`config.mk`:
```
export PLATFORM = sky130hd
export DESIGN_NAME = det5_seq_ctrl
export DESIGN_NICKNAME = d
export VERILOG_FILES = /design/src/rtl/det5_seq_ctrl.sv
export SDC_FILE = /design/constraint.sdc
export NUM_CORES = 1
export LEC_CHECK = 0
export ABC_CLOCK_PERIOD_IN_PS = 7230
export CORE_MARGIN = 4
export CORE_UTILIZATION = 46
export CTS_BUF_LIST = sky130_fd_sc_hd__clkbuf_4 sky130_fd_sc_hd__clkbuf_8
export CTS_CLUSTER_DIAMETER = 100
export DETAILED_ROUTE_END_ITERATION = 12
export PLACE_DENSITY = 0.78
export SLEW_MARGIN = 10
export SYNTH_ARGS = -nofsm -noshare
export SYNTH_HDL_FRONTEND = slang
export SYNTH_SLANG_ARGS = --single-unit
```
`constraint.sdc`:
```
create_clock -name clk -period 7.23 [get_ports clk]
set_clock_uncertainty 0.1 [all_clocks]
set_input_delay 1.446 -clock clk [delete_from_list [all_inputs] [get_ports clk]]
set_output_delay 1.446 -clock clk [all_outputs]
set_load 0.05 [all_outputs]
```
`src/rtl/det5_seq_ctrl.sv`:
```
// Sequencer for the combinational det5 unit: collects an n x n signed-byte
// matrix (n = 2..5) into an identity-padded 5x5 operand, waits for the det5
// path to settle, then returns det/ovf through a valid/ready result port.
module det5_seq_ctrl #(
  parameter int SETTLE_CYC = 4,
  parameter int CNT_W      = 3
) (
  input  logic         clk,
  input  logic         rst,
  input  logic         start,
  input  logic [2:0]   size,
  input  logic         abort,
  input  logic [7:0]   in_data,
  input  logic         in_valid,
  output logic         in_ready,
  output logic [199:0] det_matrix,
  input  logic [7:0]   det_in,
  input  logic         det_ovf_in,
  output logic [7:0]   res_det,
  output logic         res_ovf,
  output logic         res_err,
  output logic         res_valid,
  input  logic         res_ready,
  output logic         busy,
  output logic [1:0]   dbg_state
);

  localparam logic [1:0] S_IDLE   = 2'd0;
  localparam logic [1:0] S_LOAD   = 2'd1;
  localparam logic [1:0] S_SETTLE = 2'd2;
  localparam logic [1:0] S_DONE   = 2'd3;

  // Diagonal element i sits at byte index 6*i counted from the MSB.
  function automatic logic [199:0] identity_op();
    logic [199:0] m;
    m = '0;
    for (int i = 0; i < 5; i++) m[199-48*i -: 8] = 8'h01;
    return m;
  endfunction

  localparam logic [199:0] IDENT = identity_op();

  // Handshakes: an element moves on a clock edge where in_valid && in_ready;
  // a result is consumed on an edge where res_valid && res_ready. Once raised,
  // a valid is held with stable payload until its transfer edge.

  logic [1:0]       state;
  logic [2:0]       n;
  logic [2:0]       row;
  logic [2:0]       col;
  logic [CNT_W-1:0] cnt;
  logic [199:0]     op;

  logic             xfer;
  logic             last_elem;
  logic             size_ok;
  logic [4:0]       elem_num;
  logic [7:0]       elem_msb;

  assign det_matrix = op;
  assign busy       = (state != S_IDLE);
  assign dbg_state  = state;

  assign xfer      = in_valid & in_ready;
  assign last_elem = (row == n - 3'd1) && (col == n - 3'd1);
  assign size_ok   = (size >= 3'd2) && (size <= 3'd5);
  assign elem_num  = 5'(row) * 5'd5 + 5'(col);
  assign elem_msb  = 8'd199 - {elem_num, 3'b000};

  always_ff @(posedge clk or posedge rst) begin
    if (rst) begin
      state     <= S_IDLE;
      n         <= 3'd0;
      row       <= 3'd0;
      col       <= 3'd0;
      cnt       <= '0;
      op        <= IDENT;
      in_ready  <= 1'b0;
      res_det   <= 8'd0;
      res_ovf   <= 1'b0;
      res_err   <= 1'b0;
      res_valid <= 1'b0;
    end else if (abort) begin
      // Result payload is deliberately kept so the last answer stays readable.
      state     <= S_IDLE;
      row       <= 3'd0;
      col       <= 3'd0;
      cnt       <= '0;
      op        <= IDENT;
      in_ready  <= 1'b0;
      res_valid <= 1'b0;
    end else begin
      case (state)
        S_IDLE: begin
          if (start) begin
            if (size_ok) begin
              n        <= size;
              op       <= IDENT;
              row      <= 3'd0;
              col      <= 3'd0;
              in_ready <= 1'b1;
              state    <= S_LOAD;
            end else begin
              res_det   <= 8'd0;
              res_ovf   <= 1'b0;
              res_err   <= 1'b1;
              res_valid <= 1'b1;
              state     <= S_DONE;
            end
          end
        end
        S_LOAD: begin
          if (xfer) begin
            op[elem_msb -: 8] <= in_data;
            if (last_elem) begin
              in_ready <= 1'b0;
              row      <= 3'd0;
              col      <= 3'd0;
              cnt      <= '0;
              state    <= S_SETTLE;
            end else if (col == n - 3'd1) begin
              col <= 3'd0;
              row <= row + 3'd1;
            end else begin
              col <= col + 3'd1;
            end
          end
        end
        S_SETTLE: begin
          if (cnt == CNT_W'(SETTLE_CYC - 1)) begin
            res_det   <= det_in;
            res_ovf   <= det_ovf_in;
            res_err   <= 1'b0;
            res_valid <= 1'b1;
            cnt       <= '0;
            state     <= S_DONE;
          end else begin
            cnt <= cnt + 1'b1;
          end
        end
        S_DONE: begin
          if (res_valid && res_ready) begin
            res_valid <= 1'b0;
            state     <= S_IDLE;
          end
        end
        default: state <= S_IDLE;
      endcase
    end
  end

endmodule
```
* Yosys cells after proc, flatten, opt, wreduce, memory -nomap -nowiden
Cells that the tools add are included.
Word-level totals: logic and storage cells 112, register bits 226
Cells by class: eq/ne operators 17, muxes and demuxes 53, multiply operators 1, $add $sub $neg 7, reductions and logical operators 17, shift-type cells 2, bitwise operators 2, order comparisons 2
Operators with widths (count):
- 200-bit 2-to-1 mux | 4
- 200-bit one-hot mux with 2 select lines | 1
- 8-bit by 10-bit variable shift with 207-bit output (first input constant) | 1
- 8-bit by 10-bit variable part select with 207-bit output | 1
- 200-bit bitwise mux | 1
- 3-bit 2-to-1 mux | 14
- 5-bit AND reduction | 5
- 8-bit 2-to-1 mux | 3
- 3-bit != test (second input constant) | 7
- 3-bit one-hot mux with 2 select lines | 3
- 8-bit one-hot mux with 2 select lines | 1
- 1-bit 2-to-1 mux | 14
- 2-bit 2-to-1 mux | 7
- 8-bit negation with 10-bit output | 1
- 3-bit by 1-bit adder with 3-bit output (second input constant) | 3
- 2-bit one-hot mux with 4 select lines | 1
- 4-bit AND reduction | 2
- 8-bit subtractor (first input constant) | 1
- 3-bit == test | 2
- 2-bit != test (second input constant) | 3
- 1-bit one-hot mux with 2 select lines | 3
- 3-bit nonzero test | 2
- 5-bit by 3-bit adder with 5-bit output | 1
- 3-bit by 3-bit multiplier with 5-bit output (second input constant) | 1
- other kinds (15) | 19

* Logic depth before layout (Yosys ltp)
Gate-level depths: netlist (run 1).
word-level depth 9, depth in mapped cells 13, gate-level depth less buffers 10

* Least setup slack after synthesis (run 1)
Ideal clock, no wire load.
path kind flip-flop to flip-flop, from register row[0], to register op[1], in the netlist det_matrix[1], required time 7.008 ns, stages on the path, launching flop included 14, buffers on the path 3, data arrival time 3.165 ns, setup slack 3.843 ns, cell sequence dfrtp_1 > ha_1 > ha_1 > inv_1 > fa_1 > buf_2 > nand2_1 > a21o_1 > and3_1 > buf_4 > nor3_4 > buf_4 > a31oi_4 > a32o_1
Between the ends: longest elaborated chain between the ends 9, elaborated cells on any way between the ends 10
Ends and longest elaborated chain:
- from (decl) | line 49 | logic [2:0] row;
- from (signal assigned) | line 123 | row <= row + 3'd1;
- 3-bit by 3-bit multiplier with 5-bit output (*) | line 67 | assign elem_num = 5'(row) * 5'd5 + 5'(col);
- 5-bit by 3-bit adder with 5-bit output (*) | line 67
- 8-bit subtractor (*) | line 68 | assign elem_msb = 8'd199 - {elem_num, 3'b000};
- 8-bit negation with 10-bit output (*) | line 114 | op[elem_msb -: 8] <= in_data;
- 8-bit by 10-bit variable part select with 207-bit output / 8-bit by 10-bit variable shift with 207-bit output (equally long branches) | line 114
- 200-bit bitwise mux (*) | line 114
- 200-bit 2-to-1 mux (*) | line 113 | if (xfer) begin
- 200-bit one-hot mux with 2 select lines (*) | line 93 | case (state)
- 200-bit 2-to-1 mux (*) | line 83 | end else if (abort) begin
- to (signal, indexed assignment) | line 114
- to (decl) | line 52 | logic [199:0] op;
Every way passes the cells marked *; elsewhere a longest branch is shown, timed or not. The select of a mux whose other input is x is not followed. A chain may end at the register's enable or synchronous reset.

* Worst setup path after layout (run 1)
from register row[0], to register op[43], in the netlist det_matrix[43]
Same word-level chain as after synthesis.

==> qor.txt, run 1 <==
Pwr dens = 268 mW/mm^2
Clk Latency, worst-skew pair = 530 ps
Max cap viols = 0
Multi-input logic area = 0.00380 mm^2
Mapped Nets = 832
Pre-CTS WS = 2190 ps
Initial DRC count = 459
Antenna Violating Nets Remaining = 0
Fraction of registers with async set/reset = 100%
Die area = 0.0236 mm^2
Slowest stage delay, CP = 930 ps
Family with the most delay on the worst path = simple AND/OR/NAND/NOR gates
Total grt overflow = 0
Post-synth cell types = 61
Synthesized instance count = 784
WL/cell = 22.2 um
Hold Path Sink = det_matrix[0]$_DFFE_PP1P_
Post-Route Setup TNS = 0 ps
RSZ-0062 raised after global routing = no
Core ar. = 0.0210 mm^2
Crit-path max FO = 23
Final Worst Setup Slack = 2660 ps
Mean Syn Cell Area = 12.4 um^2
Die X-Extent = 154 um
Number of setup buffers added after CTS = 0
Leak Pwr = 5.62 nW
DIE HEIGHT = 154 um
Final period utilization = 63.2%
First-pass GRT wire length = 46.6 mm
Bufs on Longest Clock Path = 3
Status = completed
Vias in the first global route = 8040
I/O Pins = 241
CTS Hold Bufs = 0
Hold_sp = det_matrix[0]$_DFFE_PP1P_
Overall global routing resource usage = 24.6%
FF+latch count, synth = 226
Via count = 7847
Area Overhead vs Synth = 34.9%
Area contributors post-synth = dfrtp_1, a32o_1, a22o_1, o2bb2ai_1, nand2_1
Crit. End Element = flip-flop
Fmax = 219 MHz
Initial Util = 46.6%
Register area = 0.00566 mm^2
Total power = 3.52 mW
Peak supply drop = 161 uV
Syn Std Cell Area = 0.00976 mm^2
Share of cells above drive strength 1 = 10.7%
Endpoints failing hold = 0
Rows = 53
Post-CTS sizing = 0
Nets@finish = 1069
DPL Wire Length = 20.0 mm
Reg clk slew, reported paths = 60 ps
R2R depth = 10
Cell depth of the worst hold path = 2
Max-slew violation count = 0
Final worst path period need = 4570 ps
Antenna violations before repair = 0
Post-Route WL = 29.3 mm
Synth warn = 0
Worst EP required = 7530 ps
Clock Sinks = 226
Crit path buffers/inverters = 1
Slowest stage cell, crit path = nor3_4
Core Util, Final = 62.8%
RR Endpoint = det_matrix[43]$_DFFE_PP0P_
R2r setup slk = 2660 ps
Root Buffer = clkbuf_8
Worst EP arrival = 4870 ps
Crit start category = flip-flop
Ys flop type = dfrtp_1
Slew @ Worst Pin = 1100 ps
Yosys top cell by area = dfrtp_1
Fillers = 1670
Hold WC Path Type = flip-flop to flip-flop
CTS buffer count = 38
Antenna Diode Count = 0
GP Congestion = 0.878
Relative slew margins = 26.7%
Maximum number of pins on one net before global-route repair = 113
Worst r2r src = row[0]$_DFFE_PP0P_
Vias per cell = 5.95
H-tree depth = 2
Crit path top cell by count = ha_1
Top-area cell type share of the netlist area = 56.7%
Register area share after synthesis = 58.0%
Critical path class = flip-flop to flip-flop
PortBufs = 240
Residual DRC = 0
CP Cell Sequence = ha_1 > ha_1 > inv_1 > fa_1 > nand2_1 > a21o_1 > and3_1 > nor3_4 > a31oi_1 > o2bb2ai_1
DR pass1 iterations = 5
CTS tree = built
Final Setup Violations = 0
Post-synth EDFFs = 0
## state kept, by name, indices dropped and copies added, names as in the netlist
register	flops
in_ready	1
row	3
cnt	3
res_ovf	1
dbg_state	2
res_err	1
res_valid	1
res_det	8
det_matrix	200
col	3
n	3
## worst register-to-register path, delay by kind of cell (launching register included)
| kind | cells | cell delay (ps) |
|---|---|---|
| adders and majority gates | 3 | 1310 |
| and+or+nand+nor | 3 | 1480 |
| AOI/OAI and AO/OA | 3 | 1050 |
| buffers and inverters | 1 | 50 |
| DFF | 1 | 460 |
## routing by layer
layer  vias to the layer above  global-route usage, %  share of wire (%)
met5                         -                      0                  0
met4                         0                   8.28                2.7
met3                        57                   6.61                8.6
met2                       375                   37.6                 45
met1                      3924                   34.4                 43
li1                       3491                      -                  -
## where the power goes
group / total, mW / internal, mW / leakage, nW / switching (mW)
Sequential: 1.35 / 1.31 / 3.13 / 0.0398
Combinational: 0.984 / 0.282 / 2.07 / 0.702
Clock: 1.19 / 0.690 / 0.420 / 0.499
Total: 3.52 / 2.28 / 5.62 / 1.24
## worst max-delay path by stage
stage	from	end	slack (ps)	cells past startpoint
3_3_place_gp	abort	det_matrix[9]$_DFFE_PP0P_	2350	7
5_1_grt	row[0]$_DFFE_PP0P_	det_matrix[41]$_DFFE_PP0P_	2370	10
6_report	row[0]$_DFFE_PP0P_	det_matrix[43]$_DFFE_PP0P_	2660	10
2_1_floorplan	rst	cnt[0]$_DFFE_PP0P_	2740	1
3_5_place_dp	abort	det_matrix[9]$_DFFE_PP0P_	2190	7
4_1_cts	row[0]$_DFFE_PP0P_	det_matrix[43]$_DFFE_PP0P_	2720	10
## cells in the final DEF (no fill, tap or decap), drive strengths merged, types with 2 or more instances in the layout
cell type / count
a32oi: 3
dfstp: 5
or2: 3
clkbuf: 59
nor3: 16
nand3b: 3
nand3: 14
o31ai: 2
o21ai: 29
ha: 21
a21o: 3
o2bb2ai: 54
a31oi: 16
and3b: 2
o211ai: 2
xnor2: 8
and2: 20
mux2i: 2
mux2: 2
clkdlybuf4s50: 240
dfrtp: 221
and4: 2
a21oi: 13
nor3b: 4
nand2: 72
nor2b: 3
clkinvlp: 2
clkinv: 2
inv: 22
xor2: 4
and3: 16
a32o: 82
a21boi: 2
a22o: 59
buf: 6
o22ai: 2
nor2: 15
## cell usage after synthesis (5+ instances only)
| cell | instances |
|---|---|
| a31oi_2 | 7 |
| nor3_1 | 7 |
| nand2_1 | 72 |
| o21ai_2 | 8 |
| dfstp_2 | 5 |
| inv_1 | 23 |
| nor3_4 | 5 |
| nor2_1 | 15 |
| and2_1 | 19 |
| a31oi_1 | 7 |
| a22o_1 | 59 |
| o2bb2ai_1 | 54 |
| xnor2_1 | 7 |
| nand3_1 | 12 |
| a21oi_1 | 10 |
| and3_1 | 16 |
| o21ai_0 | 20 |
| ha_1 | 21 |
| dfrtp_1 | 221 |
| a32o_1 | 82 |
| buf_2 | 8 |
| clkbuf_1 | 33 |
## kinds of logic after synthesis
group	share of synthesized area [%]
buf+inv	2.98
xor+xnor	1.40
simple gates	9.59
mux	0.436
compound gates	24.7
fa+ha+maj	2.90
flops	58.0
## stage by stage
stage | area, um^2 | hold WS [ps] | std cells
after floorplan | 9760 | 374 | 784
after global placement | 12400 | 345 | 1256
after detailed placement | 12400 | 354 | 1256
after CTS | 13200 | 363 | 1319
after global routing | 13200 | 391 | 1319
final | 13200 | 365 | 1319
## final cells by class
type / count / area share, %
inverters: 23 / 0.685
well taps: 275 / 2.62
clock inverters: 4 / 0.361
repair buffers: 246 / 18.7
clock buffers: 59 / 5.70
flip-flops and latches: 226 / 43.0
multi-input cells: 486 / 28.9
Power figures use the tool's default switching activity.
==> inputs of run 2 (changes only) <==
ABC_CLOCK_PERIOD_IN_PS = 4100   (was 7230)
clock period = 4.1 ns   (was 7.23 ns; I/O delays follow)
==> qor.txt, run 2 (same netlist as run 1, synthesis figures left out) <==
Status = completed
Met3 usage = 7.54%
Final Setup Violations = 0
Crit start category = flip-flop
PortBufs = 240
Pre-CTS WS = 302 ps
Critical path origin = row[0]$_DFFE_PP0P_
Pwr dens = 468 mW/mm^2
Root Buffer = clkbuf_8
CTS buffer count = 37
Slowest stage delay, CP = 740 ps
Slew @ Worst Pin = 1120 ps
Nets@finish = 1087
Antenna Diode Count = 0
Post-Route WL = 29.7 mm
CP Cell Sequence = ha_1 > ha_1 > inv_1 > fa_1 > xnor2_2 > xnor2_1 > a31oi_2 > a21oi_1 > buf_4 > a31oi_1 > a22o_1
Reg clk slew, reported paths = 70 ps
CTS tree = built
Final Worst Setup Slack = 233 ps
Rows = 53
Worst r2r src = row[0]$_DFFE_PP0P_
Relative slew margins = 25.4%
Crit path top cell by count = ha_1
Crit-path max FO = 15
Core ar. = 0.0210 mm^2
Maximum number of pins on one net before global-route repair = 131
M1 GR Usage = 34.5%
Total grt overflow = 0
DR pass1 iterations = 5
Antenna Violating Nets Remaining = 0
Commonest cells after routing, fill and taps aside = clkdlybuf4s50_1, dfrtp_1, a32o_1
DIE HEIGHT = 154 um
Clk Latency, worst-skew pair = 520 ps
Die area = 0.0236 mm^2
Top Usage Layer GRT = met2
WL/cell = 22.1 um
Bufs on Longest Clock Path = 3
Residual DRC = 0
Critical path class = flip-flop to flip-flop
Cell depth of the worst hold path = 2
H-tree depth = 2
Post-CTS sizing = 0
Leak Pwr = 5.73 nW
Max FFs per register = 200
Via count = 7978
Worst EP arrival = 4220 ps
First-pass GRT wire length = 47.3 mm
Initial DRC count = 552
Fmax = 259 MHz
Endpoints failing hold = 0
Final period utilization = 94.3%
Die X-Extent = 154 um
Area Overhead vs Synth = 36.5%
DPL Wire Length = 20.6 mm
Overall global routing resource usage = 25.0%
Number of setup buffers added after CTS = 0
Slowest stage cell, crit path = a31oi_1
Initial Util = 46.6%
Vias in the first global route = 8203
Commonest non-fill, non-tap cell in the layout = clkdlybuf4s50_1
Peak supply drop = 250 uV
Hold WC Path Type = flip-flop to flip-flop
Worst EP required = 4450 ps
RSZ-0062 raised after global routing = no
Max cap viols = 0
R2R depth = 11
CTS Hold Bufs = 0
Antenna violations before repair = 0
Met2 Usage GRT = 37.4%
Hold_sp = det_matrix[144]$_DFFE_PP1P_
Vias per cell = 5.96
Crit. End Element = flip-flop
Clock Sinks = 226
Max-slew violation count = 0
Share of cells above drive strength 1 = 12.4%
Post-Route Setup TNS = 0 ps
GP Congestion = 0.864
Final worst path period need = 3870 ps
I/O Pins = 241
Fillers = 1653
[run 2: cell types whose count changed in the layout (fill, tap and decap cells not counted)]
| cell | before | now |
|---|---|---|
| buf_4 | 5 | 23 |
| clkinv_2 | 2 | 4 |
| buf_12 | 1 | 2 |
| clkbuf_4 | 10 | 9 |
[run 2: report_power, final]
| part | switching (mW) | internal [mW] |
|---|---|---|
| combinational | 1.24 | 0.532 |
| clock | 0.872 | 1.21 |
| sequential | 0.0666 | 2.31 |
[run 2: final timing paths]
path / end / slack [ps]
setup / recovery: det_matrix[128]$_DFFE_PP0P_ / 230
hold / removal: det_matrix[144]$_DFFE_PP1P_ / 370
setup reg to reg: det_matrix[128]$_DFFE_PP0P_ / 230
hold reg to reg: det_matrix[144]$_DFFE_PP1P_ / 370
max in group asynchronous: det_matrix[156]$_DFFE_PP0P_ / 2600
min in group asynchronous: det_matrix[122]$_DFFE_PP0P_ / 700
[run 2: metrics by stage]
step	area (um^2)	total power [mW]	hold slack, ps	utilization, %	instances
floorplan	9760	3.63	374	-	784
detailed placement	12500	4.18	360	59.7	1275
global placement	12500	4.16	347	59.7	1275
CTS	13300	6.27	369	63.5	1339
finish	13300	6.24	368	63.5	1339
global route	13300	6.54	396	63.5	1339
[run 2: routing by layer]
layer	up-vias	part of all wire, %
met5	-	0
met4	0	3.9
met3	82	8.6
met2	367	45
met1	3986	43
li1	3543	-
[run 2: area by class of cell]
type | instances | area, um^2 | share of cell area [%]
clock buffer | 58 | 742 | 5.57
multi-input combinational | 486 | 3800 | 28.6
clock inverter | 6 | 57.6 | 0.432
sequential | 226 | 5660 | 42.5
tap | 275 | 344 | 2.58
timing repair buffer | 265 | 2620 | 19.6
inverter | 23 | 90.1 | 0.677
[run 2: critical path, delay by kind of cell, from the launching register on]
family / cells / cell delay, ps
buffers and inverters: 2 / 270
xor gates and xnor gates: 2 / 550
AOI/OAI and AO/OA: 4 / 1420
adders and majority gates: 3 / 1010
DFF: 1 / 440
==> inputs of run 3 (changes only) <==
CORE_MARGIN = default   (was 4)
==> qor.txt, run 3 (same netlist as run 1, synthesis figures left out) <==
Switch share = 35.1%
Root Buffer = clkbuf_8
Commonest cells after routing, fill and taps aside = clkdlybuf4s50_1, dfrtp_1, a32o_1
Antenna Violating Nets Remaining = 0
H-tree depth = 2
PortBufs = 240
Share of cells above drive strength 1 = 13.2%
CTS tree = built
Crit-path max FO = 10
WL/cell = 21.9 um
Final worst path period need = 3850 ps
Worst EP required = 4440 ps
Post-Route WL = 29.3 mm
Switching power = 2.21 mW
Relative slew margins = 28.1%
Met2 WL = 13.6 mm
Die area = 0.0218 mm^2
Rows = 52
Crit. End Element = flip-flop
RSZ-0062 raised after global routing = no
Endpoints failing hold = 0
Number of setup buffers added after CTS = 0
GP Congestion = 0.867
First-pass GRT wire length = 45.8 mm
Commonest non-fill, non-tap cell in the layout = clkdlybuf4s50_1
Pwr dens = 471 mW/mm^2
DR top layer = met4
Core ar. = 0.0205 mm^2
Area Overhead vs Synth = 37.1%
Total grt overflow = 0
Vias per cell = 6.00
Crit start category = flip-flop
Internal Power = 4.09 mW
Hold WC Path Type = flip-flop to flip-flop
Clk Latency, worst-skew pair = 520 ps
Clock Power Share = 33.8%
Final period utilization = 93.8%
CTS buffer count = 37
Combinational power share = 28.4%
Antenna Diode Count = 0
Clock Sinks = 226
Die X-Extent = 148 um
Residual DRC = 0
Vias in the first global route = 7954
Post-Route Setup TNS = 0 ps
Dpl cell area = 0.0126 mm^2
Overall global routing resource usage = 27.2%
Final Setup Violations = 0
Reg clk slew, reported paths = 60 ps
Worst r2r src = row[0]$_DFFE_PP0P_
Max-slew violation count = 0
Maximum number of pins on one net before global-route repair = 53
R2r setup slk = 250 ps
DR pass1 iterations = 5
CTS Hold Bufs = 0
Nets@finish = 1093
Fmax = 260 MHz
Slew @ Worst Pin = 1080 ps
R2R depth = 10
Worst hold slack = 376 ps
Initial DRC count = 507
I/O Pins = 241
RR Endpoint = det_matrix[40]$_DFFE_PP0P_
DIE HEIGHT = 148 um
Status = completed
Hold Path Sink = det_matrix[0]$_DFFE_PP1P_
Hold_sp = det_matrix[0]$_DFFE_PP1P_
Peak supply drop = 273 uV
Bufs on Longest Clock Path = 3
DPL Wire Length = 20.2 mm
Max FFs per register = 200
Share of power burned in registers = 37.8%
Worst EP arrival = 4180 ps
Met3 Wirelength = 2.77 mm
Cell depth of the worst hold path = 2
Initial Util = 47.6%
Max cap viols = 0
Via count = 8047
Wl on met1 = 12.3 mm
Leak Pwr = 5.77 nW
Final standard cell area without fillers = 0.0134 mm^2
Critical path class = flip-flop to flip-flop
Antenna violations before repair = 0
==> run 3: through the flow <==
stage	utilization [%]	power [mW]	instances	worst slack (ps)
finish	65.3	6.30	1342	253
global route	65.3	6.58	1342	12.6
CTS	65.2	6.31	1342	261
detailed placement	61.3	4.19	1276	277
global placement	61.3	4.16	1276	394
floorplan	-	3.63	784	232
==> run 3: worst max-delay path by stage <==
stage	slack, ps	endpoint	from
after CTS	260	det_matrix[51]$_DFFE_PP0P_	row[0]$_DFFE_PP0P_
after detailed placement	280	det_matrix[51]$_DFFE_PP0P_	row[0]$_DFFE_PP0P_
after global placement	390	det_matrix[40]$_DFFE_PP0P_	row[0]$_DFFE_PP0P_
final	250	det_matrix[40]$_DFFE_PP0P_	row[0]$_DFFE_PP0P_
after floorplan	230	cnt[0]$_DFFE_PP0P_	rst
after global routing	10	det_matrix[47]$_DFFE_PP0P_	row[0]$_DFFE_PP0P_
==> run 3: final cells by class <==
type,instances,area [um^2]
timing repair buffer,271,2660
multi-input combinational,486,3810
tap,270,338
inverter,23,90.1
fill,1559,7120
sequential,226,5660
clock inverter,10,104
clock buffer,56,708
==> run 3: what timing repair did <==
| action | CTS | global route |
|---|---|---|
| endpoints found under the setup margin | 0 | 5 |
| hold endpoints to repair | 0 | 0 |
| resized for setup | 0 | 1 |
==> run 3: power by group through the flow <==
stage	sequential [mW]	combinational (mW)	clock (mW)
CTS	2.38	1.77	2.16
floorplan	2.61	1.02	0
global placement	2.42	1.74	0
global route	2.39	1.94	2.26
finish	2.38	1.79	2.13
detailed placement	2.42	1.77	0
==> run 3: routing by layer <==
metal  GRT usage (%)  vias to the layer above
li1                -                     3545
met1            37.5                     4066
met5               0                        -
met4            8.61                        0
met3            7.53                       51
met2            41.8                      385
==> run 3: critical path: stages, from the launching register on <==
cell and delay (ps):
dfrtp_1 450, ha_1 330, ha_1 300, inv_1 60, fa_1 410, xnor2_2 350, nand3_2 200, a21oi_4 510
nor3_4 90, a31oi_1 780, o2bb2ai_1 190
